**config.mk**
```make
export PLATFORM = sky130hd
export DESIGN_NAME = adder_share_arbiter_flat
export DESIGN_NICKNAME = d
export VERILOG_FILES = /design/src/rtl/adder_share_arbiter_if.sv /design/src/rtl/adder_share_arbiter.sv /design/src/flat_wrapper.sv
export SDC_FILE = /design/constraint.sdc
export NUM_CORES = 1
export LEC_CHECK = 0
export BUFFER_PORTS_ARGS = -buffer_cell sky130_fd_sc_hd__buf_2
export CAP_MARGIN = 20
export CORE_AREA = 2 2 157 159
export DETAILED_ROUTE_END_ITERATION = 10
export DIE_AREA = 0 0 159 161
export PLACE_DENSITY = 0.57
export SLEW_MARGIN = 10
export SYNTH_ARGS = -nofsm -noshare
export SYNTH_HDL_FRONTEND = slang
export SYNTH_SLANG_ARGS = --single-unit
export TNS_END_PERCENT = 50
```
**constraint.sdc**
```tcl
create_clock -name clk -period 2.9 [get_ports clk]
set_input_delay 0.87 -clock clk [delete_from_list [all_inputs] [get_ports clk]]
set_output_delay 0.87 -clock clk [all_outputs]
set_load 0.02 [all_outputs]
```
**src/rtl/adder_share_arbiter_if.sv**
```systemverilog
// Bundle for adder_share_arbiter: requester operand handshake, adder
// operand/result wires, response handshake and busy status.
//   slave  : view taken by the arbiter (drives req_ready, add_*, rsp_*, busy)
//   master : view taken by the surrounding logic (requesters, adder, consumer)
interface adder_share_arbiter_if #(
  parameter int unsigned NUM_REQ = 4,
  parameter int unsigned ID_W    = 2
);
  localparam int unsigned DATA_W = 32;

  // requester side
  logic [NUM_REQ-1:0]        req_valid;
  logic [NUM_REQ-1:0]        req_ready;
  logic [DATA_W*NUM_REQ-1:0] req_a;
  logic [DATA_W*NUM_REQ-1:0] req_b;
  logic [NUM_REQ-1:0]        req_cin;

  // shared ripple adder
  logic [DATA_W-1:0]         add_a;
  logic [DATA_W-1:0]         add_b;
  logic                      add_cin;
  logic [DATA_W-1:0]         add_sum;
  logic                      add_cout;
  logic                      add_ovf;

  // response side
  logic                      rsp_valid;
  logic                      rsp_ready;
  logic [ID_W-1:0]           rsp_id;
  logic [DATA_W-1:0]         rsp_sum;
  logic                      rsp_cout;
  logic                      rsp_ovf;

  logic                      busy;

  modport slave (
    input  req_valid, req_a, req_b, req_cin,
    input  add_sum, add_cout, add_ovf,
    input  rsp_ready,
    output req_ready,
    output add_a, add_b, add_cin,
    output rsp_valid, rsp_id, rsp_sum, rsp_cout, rsp_ovf,
    output busy
  );

  modport master (
    output req_valid, req_a, req_b, req_cin,
    output add_sum, add_cout, add_ovf,
    output rsp_ready,
    input  req_ready,
    input  add_a, add_b, add_cin,
    input  rsp_valid, rsp_id, rsp_sum, rsp_cout, rsp_ovf,
    input  busy
  );
endinterface

```
**src/rtl/adder_share_arbiter.sv**
```systemverilog
// adder_share_arbiter: time-shares one multi-cycle ripple-carry adder among
// NUM_REQ requesters. Round-robin grant in IDLE, operands latched into the
// adder-facing registers and held while the ripple settles for SETTLE_CYCLES,
// result captured with the owner's ID and held until the consumer accepts.
// Ports:
//   clk      rising-edge clock
//   reset_n  asynchronous active-low reset; aborts any operation in flight
//   bus      adder_share_arbiter_if.slave
//            req_valid/req_ready/req_a/req_b/req_cin : per-requester handshake
//            add_a/add_b/add_cin -> adder, add_sum/add_cout/add_ovf <- adder
//            rsp_valid/rsp_ready/rsp_id/rsp_sum/rsp_cout/rsp_ovf : result
//            busy : high while an operation is settling or awaiting pickup
module adder_share_arbiter #(
  parameter int unsigned NUM_REQ       = 4,
  parameter int unsigned SETTLE_CYCLES = 8,
  parameter int unsigned ID_W          = 2
) (
  input  logic                 clk,
  input  logic                 reset_n,
  adder_share_arbiter_if.slave bus
);

  localparam int unsigned DATA_W = 32;
  localparam int unsigned CNT_W  = (SETTLE_CYCLES > 1) ? $clog2(SETTLE_CYCLES) : 1;
  localparam logic [CNT_W-1:0] CNT_INIT = CNT_W'(SETTLE_CYCLES - 1);
  localparam logic [ID_W-1:0]  LAST_ID  = ID_W'(NUM_REQ - 1);

  typedef enum logic [1:0] {
    S_IDLE   = 2'd0,
    S_SETTLE = 2'd1,
    S_RESP   = 2'd2
  } state_e;

  state_e              state_q, state_d;
  logic [ID_W-1:0]     rr_q, rr_d;
  logic [CNT_W-1:0]    cnt_q, cnt_d;
  logic [ID_W-1:0]     gid_q, gid_d;
  logic [DATA_W-1:0]   add_a_q, add_a_d;
  logic [DATA_W-1:0]   add_b_q, add_b_d;
  logic                add_cin_q, add_cin_d;
  logic                rsp_valid_q, rsp_valid_d;
  logic [ID_W-1:0]     rsp_id_q, rsp_id_d;
  logic [DATA_W-1:0]   rsp_sum_q, rsp_sum_d;
  logic                rsp_cout_q, rsp_cout_d;
  logic                rsp_ovf_q, rsp_ovf_d;
  logic                busy_q, busy_d;

  logic                grant_vld;
  logic [ID_W-1:0]     grant_idx;
  logic [ID_W-1:0]     cand;
  logic [DATA_W-1:0]   sel_a;
  logic [DATA_W-1:0]   sel_b;
  logic                sel_cin;
  logic [NUM_REQ-1:0]  req_ready_c;

  // Round-robin search: first valid requester starting at rr_q, wrapping.
  always_comb begin
    grant_vld = 1'b0;
    grant_idx = '0;
    cand      = '0;
    for (int unsigned k = 0; k < NUM_REQ; k++) begin
      cand = ID_W'((32'(rr_q) + k) % NUM_REQ);
      if (!grant_vld && bus.req_valid[cand]) begin
        grant_vld = 1'b1;
        grant_idx = cand;
      end
    end
  end

  // Operand mux for the current winner.
  always_comb begin
    sel_a   = '0;
    sel_b   = '0;
    sel_cin = 1'b0;
    for (int unsigned i = 0; i < NUM_REQ; i++) begin
      if (ID_W'(i) == grant_idx) begin
        sel_a   = bus.req_a[DATA_W*i +: DATA_W];
        sel_b   = bus.req_b[DATA_W*i +: DATA_W];
        sel_cin = bus.req_cin[i];
      end
    end
  end

  // Next-state and datapath updates.
  always_comb begin
    state_d     = state_q;
    rr_d        = rr_q;
    cnt_d       = cnt_q;
    gid_d       = gid_q;
    add_a_d     = add_a_q;
    add_b_d     = add_b_q;
    add_cin_d   = add_cin_q;
    rsp_valid_d = rsp_valid_q;
    rsp_id_d    = rsp_id_q;
    rsp_sum_d   = rsp_sum_q;
    rsp_cout_d  = rsp_cout_q;
    rsp_ovf_d   = rsp_ovf_q;
    req_ready_c = '0;

    unique case (state_q)
      S_IDLE: begin
        if (grant_vld) begin
          req_ready_c[grant_idx] = 1'b1;
          add_a_d   = sel_a;
          add_b_d   = sel_b;
          add_cin_d = sel_cin;
          gid_d     = grant_idx;
          cnt_d     = CNT_INIT;
          state_d   = S_SETTLE;
        end
      end
      S_SETTLE: begin
        // add_* stay untouched so the ripple sees constant operands.
        if (cnt_q != '0) begin
          cnt_d = cnt_q - CNT_W'(1);
        end else begin
          rsp_sum_d   = bus.add_sum;
          rsp_cout_d  = bus.add_cout;
          rsp_ovf_d   = bus.add_ovf;
          rsp_id_d    = gid_q;
          rsp_valid_d = 1'b1;
          state_d     = S_RESP;
        end
      end
      S_RESP: begin
        if (bus.rsp_ready) begin
          rsp_valid_d = 1'b0;
          // Pointer moves only on completion, to the requester after the owner.
          rr_d        = (gid_q == LAST_ID) ? '0 : gid_q + ID_W'(1);
          state_d     = S_IDLE;
        end
      end
      default: begin
        state_d = S_IDLE;
      end
    endcase

    busy_d = (state_d != S_IDLE);
  end

  // State and datapath registers.
  always_ff @(posedge clk or negedge reset_n) begin
    if (!reset_n) begin
      state_q     <= S_IDLE;
      rr_q        <= '0;
      cnt_q       <= '0;
      gid_q       <= '0;
      add_a_q     <= '0;
      add_b_q     <= '0;
      add_cin_q   <= 1'b0;
      rsp_valid_q <= 1'b0;
      rsp_id_q    <= '0;
      rsp_sum_q   <= '0;
      rsp_cout_q  <= 1'b0;
      rsp_ovf_q   <= 1'b0;
      busy_q      <= 1'b0;
    end else begin
      state_q     <= state_d;
      rr_q        <= rr_d;
      cnt_q       <= cnt_d;
      gid_q       <= gid_d;
      add_a_q     <= add_a_d;
      add_b_q     <= add_b_d;
      add_cin_q   <= add_cin_d;
      rsp_valid_q <= rsp_valid_d;
      rsp_id_q    <= rsp_id_d;
      rsp_sum_q   <= rsp_sum_d;
      rsp_cout_q  <= rsp_cout_d;
      rsp_ovf_q   <= rsp_ovf_d;
      busy_q      <= busy_d;
    end
  end

  // Grant is combinational; masked during reset so every output reads zero.
  assign bus.req_ready = reset_n ? req_ready_c : '0;
  assign bus.add_a     = add_a_q;
  assign bus.add_b     = add_b_q;
  assign bus.add_cin   = add_cin_q;
  assign bus.rsp_valid = rsp_valid_q;
  assign bus.rsp_id    = rsp_id_q;
  assign bus.rsp_sum   = rsp_sum_q;
  assign bus.rsp_cout  = rsp_cout_q;
  assign bus.rsp_ovf   = rsp_ovf_q;
  assign bus.busy      = busy_q;

endmodule

```
**src/flat_wrapper.sv**
```systemverilog
// flat-port wrapper written by rule: the top's interface ports become plain ports
module adder_share_arbiter_flat 
#(
  parameter int unsigned NUM_REQ       = 4,
  parameter int unsigned SETTLE_CYCLES = 8,
  parameter int unsigned ID_W          = 2
)
  (clk, reset_n, bus_req_valid, bus_req_a, bus_req_b, bus_req_cin, bus_add_sum, bus_add_cout, bus_add_ovf, bus_rsp_ready, bus_req_ready, bus_add_a, bus_add_b, bus_add_cin, bus_rsp_valid, bus_rsp_id, bus_rsp_sum, bus_rsp_cout, bus_rsp_ovf, bus_busy);
  adder_share_arbiter_if #(.NUM_REQ(NUM_REQ), .ID_W(ID_W)) bus_i ();
  input  logic clk;
  input  logic reset_n;
  input wire logic [$bits(bus_i.req_valid)-1:0] bus_req_valid;
  input wire logic [$bits(bus_i.req_a)-1:0] bus_req_a;
  input wire logic [$bits(bus_i.req_b)-1:0] bus_req_b;
  input wire logic [$bits(bus_i.req_cin)-1:0] bus_req_cin;
  input wire logic [$bits(bus_i.add_sum)-1:0] bus_add_sum;
  input wire logic [$bits(bus_i.add_cout)-1:0] bus_add_cout;
  input wire logic [$bits(bus_i.add_ovf)-1:0] bus_add_ovf;
  input wire logic [$bits(bus_i.rsp_ready)-1:0] bus_rsp_ready;
  output wire logic [$bits(bus_i.req_ready)-1:0] bus_req_ready;
  output wire logic [$bits(bus_i.add_a)-1:0] bus_add_a;
  output wire logic [$bits(bus_i.add_b)-1:0] bus_add_b;
  output wire logic [$bits(bus_i.add_cin)-1:0] bus_add_cin;
  output wire logic [$bits(bus_i.rsp_valid)-1:0] bus_rsp_valid;
  output wire logic [$bits(bus_i.rsp_id)-1:0] bus_rsp_id;
  output wire logic [$bits(bus_i.rsp_sum)-1:0] bus_rsp_sum;
  output wire logic [$bits(bus_i.rsp_cout)-1:0] bus_rsp_cout;
  output wire logic [$bits(bus_i.rsp_ovf)-1:0] bus_rsp_ovf;
  output wire logic [$bits(bus_i.busy)-1:0] bus_busy;
  assign bus_i.req_valid = bus_req_valid;
  assign bus_i.req_a = bus_req_a;
  assign bus_i.req_b = bus_req_b;
  assign bus_i.req_cin = bus_req_cin;
  assign bus_i.add_sum = bus_add_sum;
  assign bus_i.add_cout = bus_add_cout;
  assign bus_i.add_ovf = bus_add_ovf;
  assign bus_i.rsp_ready = bus_rsp_ready;
  assign bus_req_ready = bus_i.req_ready;
  assign bus_add_a = bus_i.add_a;
  assign bus_add_b = bus_i.add_b;
  assign bus_add_cin = bus_i.add_cin;
  assign bus_rsp_valid = bus_i.rsp_valid;
  assign bus_rsp_id = bus_i.rsp_id;
  assign bus_rsp_sum = bus_i.rsp_sum;
  assign bus_rsp_cout = bus_i.rsp_cout;
  assign bus_rsp_ovf = bus_i.rsp_ovf;
  assign bus_busy = bus_i.busy;
  adder_share_arbiter #(.NUM_REQ(NUM_REQ), .SETTLE_CYCLES(SETTLE_CYCLES), .ID_W(ID_W)) u_core (.clk(clk), .reset_n(reset_n), .bus(bus_i));
endmodule
```
==> summary.md <==
The tools report the H-tree depth as 3. Worst hold slack: 473 ps. The sort of element at the end of the critical path was a primary output. The share of flip-flops with an asynchronous set or reset after synthesis came out at 100%. Relative to the synthesized area, the layout overhead comes to 44.4%. In this run the register-to-register setup slack is 530 ps. The critical path start-end classification was in -> out. Global routing finished with a remaining overflow of 0.

The tools report the worst vdd rail ir drop as 376 uV. The detailed router finished its first iteration with 561 violations. Leaving out fill and tap cells, the most frequent cells in the layout are sky130_fd_sc_hd__buf_2, sky130_fd_sc_hd__dfrtp_1, sky130_fd_sc_hd__mux2_2. The number of vias per cell after detailed routing was 5.16; the post-synthesis cell area was 6480 um2. The number of remaining DRC errors is 0, and the instance count of the mapped netlist is 605. For the pin with the worst max-slew slack, the measured transition is 656 ps. For this run, the register share of the synthesized area comes to 43.2%.

The run gives 0 as the total setup buffers inserted after CTS. Counting the buffers created by CTS gives 9. In the synthesized netlist the dominant register cell turns out to be sky130_fd_sc_hd__dfrtp_1. The worst register-to-register path has a depth of 6. For the worst setup path, the data required time is 2030 ps.

The average routed wire per standard cell was 19.7 um; the cell depth of the worst min-delay path was 1. A synthesized cell averages 10.7 um2. The run gives 25700 um as the aggregate routed wire length. Summing all flip-flop and latch instances after layout gives 2800 um2. The first detailed-routing pass took 5 iterations. The final worst clock skew is 10.1 ps. The endpoint identified for the worst register-to-register timing path is u_core.bus.add_b[16]$_DFFE_PN0P_. The kind of launch point of the worst setup path was an input port.

The run finished with clean final reports. The clock passes through at most 2 buffers. The library cell used most frequently in the layout, excluding fill and tap cells, is sky130_fd_sc_hd__buf_2. The share of final-layout standard cells stronger than drive strength 1 was 53.9%; the timing-limited maximum frequency was 0.352 GHz.

TritonCTS built the clock tree. At the end of routability-driven placement, the weighted congestion stood at 0.796. The startpoint identified for the worst register-to-register timing path is u_core.rr_q[1]$_DFFE_PN0P_. Summing internal, switching and leakage power gives 8.55 mW. Setup violations remaining at the end of the flow were counted as 0. The data arrival time of the critical path came out at 1970 ps.

Detailed routing inserted a total of 6750 vias. In this run the worst path has a maximum fanout of 5. Clock latency on the worst-skew pair: 360 ps. The cell sitting at the root of the clock tree is a sky130_fd_sc_hd__clkbuf_16. The clock net in this run drives a total of 112 sinks.

The tools report the count of different cell masters after synthesis as 40. For this design the top-level I/O count stands at 408. For hold timing, the worst endpoint is u_core.cnt_q[0]$_DFFE_PN0P_.

After filler insertion, the fill cell instance count of the layout stands at 2416. For this design the static power due to leakage is 4.42 nW. Global routing consumed, over all layers together, 19.4% of the routing resources. The multi-input combinational cells in the finished layout cover a total of 3440 um2.

Counting every net in the synthesized netlist gives 909. Across the run, the number of max-cap violations was 0. The kind of path behind the tightest hold check is reg -> reg. The startpoint identified for the worst hold timing path is u_core.cnt_q[0]$_DFFE_PN0P_.

The HPWL after detailed placement is 18500 um. The run gives 39300 um as the first-pass GRT wire length. Power spread over the standard cell area amounts to 914 nW/um2. The count of buffers added on input and output ports is 407. The die covers 25600 um2. The number of synthesized register bits is 112, and the number of enable flip-flop cells after synthesis is 0. The Yosys step of the flow raised 0 warnings. The initial utilization of the core area, before any placement, comes to 27.1%. In the finished design, the share of the clock period the worst path needs comes to 98.0%. The CTS clock-pin slew for the worst setup and hold paths is 80 ps, and the via count of the first global-routing pass is 6809. Setup repair after global routing could not meet its margin everywhere. The logs give 0 for the final max-slew violation count and 113 for the maximum number of pins on one net before global-route repair. Headroom to the max-slew limit came out at 56.2%. Once detail routing completed, the nets flagged for antenna violations numbered 0. The initialized floorplan defines 57 standard-cell rows. The number of antenna violations at the first check in global routing came out at 1. In this run the standard cell core region covers 24000 um2. The final layout net count is 1284, and the die span in y is 161 um. The post-layout minimum cycle time is 2840 ps, and the die extent in x is 159 um. The total count of hold-check failures in the final report came out at 0.
-- final cells by class --
type | instances | share of cell area, %
multi-input combinational | 417 | 36.8
tap | 324 | 4.33
clock buffer | 10 | 2.55
sequential | 112 | 30.0
inverter | 3 | 0.120
timing repair buffer | 437 | 25.6
antenna | 1 | 0.0267
clock inverter | 5 | 0.682
-- worst max-delay path: stages --
cell and delay, ps:
sky130_fd_sc_hd__buf_2 130, sky130_fd_sc_hd__nor4_2 430, sky130_fd_sc_hd__nor3_4 60, sky130_fd_sc_hd__nand2_1 110
sky130_fd_sc_hd__buf_4 150, sky130_fd_sc_hd__nor3_1 50, sky130_fd_sc_hd__buf_2 170
-- timing repair --
action | 4_1_cts | 5_1_grt
pin swaps | 0 | 0
endpoints found under the setup margin | 1 | 3
hold buffers | 0 | 0
resized for setup | 1 | 4
-- metal layers --
metal	GRT usage, %	share of wire, %	vias to the layer above
met1	23.5	40	3207
met2	33.5	49	352
met3	4.88	7.7	39
li1	-	-	3152
met4	7.27	3.3	0
met5	0	0	-
-- logic make-up after synthesis --
logic type      Yosys count  share of synthesized area [%]
compound gates          212                           25.0
flops                   112                           43.2
mux                     103                           17.4
simple gates             99                           8.55
buf+inv                  76                           5.17
fa+ha+maj                 3                          0.579
-- stage by stage --
step | worst slack (ps) | TNS [ps] | utilization [%] | cell area (um2) | std cells
2_1_floorplan | -145 | -303 | - | 6520 | 605
3_3_place_gp | 23.3 | 0 | 37.7 | 9040 | 1293
3_5_place_dp | 7.85 | 0 | 37.7 | 9040 | 1293
4_1_cts | 11.9 | 0 | 39.0 | 9350 | 1308
5_1_grt | -15.7 | -15.9 | 39.1 | 9360 | 1309
6_report | 57.3 | 0 | 39.1 | 9360 | 1309
-- cell usage after synthesis, types with 4 or more instances --
library cell | instances | area, um2
sky130_fd_sc_hd__a221o_1 | 43 | 430
sky130_fd_sc_hd__mux2_2 | 51 | 574
sky130_fd_sc_hd__a211oi_2 | 5 | 62.6
sky130_fd_sc_hd__or2_2 | 4 | 25.0
sky130_fd_sc_hd__o31ai_1 | 44 | 330
sky130_fd_sc_hd__a21oi_1 | 48 | 240
sky130_fd_sc_hd__nand4_1 | 43 | 269
sky130_fd_sc_hd__nor2_1 | 27 | 101
sky130_fd_sc_hd__buf_2 | 21 | 105
sky130_fd_sc_hd__mux2_1 | 29 | 327
sky130_fd_sc_hd__clkbuf_1 | 37 | 139
sky130_fd_sc_hd__o21ai_0 | 4 | 20.0
sky130_fd_sc_hd__dfrtp_1 | 112 | 2800
sky130_fd_sc_hd__a211oi_1 | 39 | 293
sky130_fd_sc_hd__buf_1 | 11 | 41.3
sky130_fd_sc_hd__mux2i_1 | 23 | 230
sky130_fd_sc_hd__nor3_1 | 5 | 25.0
sky130_fd_sc_hd__nand2_1 | 6 | 22.5
sky130_fd_sc_hd__o31a_1 | 22 | 193
-- state kept, by name, summed over array words and instances, names as in the netlist, 2 cells and up --
signal              count
u_core.bus.rsp_sum     32
u_core.state_q          2
u_core.gid_q            2
u_core.bus.add_a       32
u_core.bus.add_b       32
u_core.rr_q             2
u_core.cnt_q            3
u_core.bus.rsp_id       2
-- worst max path at each step --
stage	from	endpoint	slack [ps]
detailed placement	bus_req_valid[0]	bus_req_ready[0]	8
finish	bus_req_valid[0]	bus_req_ready[2]	60
floorplan	bus_req_valid[3]	bus_req_ready[0]	-140
global route	bus_req_valid[0]	bus_req_ready[1]	-20
global placement	bus_req_valid[2]	bus_req_ready[1]	20
CTS	bus_req_valid[0]	bus_req_ready[0]	10
-- power breakdown --
group / switching (mW) / internal, mW
Clock: 0.642 / 0.700
Combinational: 2.66 / 1.83
Sequential: 0.415 / 2.30
Total: 3.72 / 4.83
No activity file was read; power rests on OpenSTA's default activity.
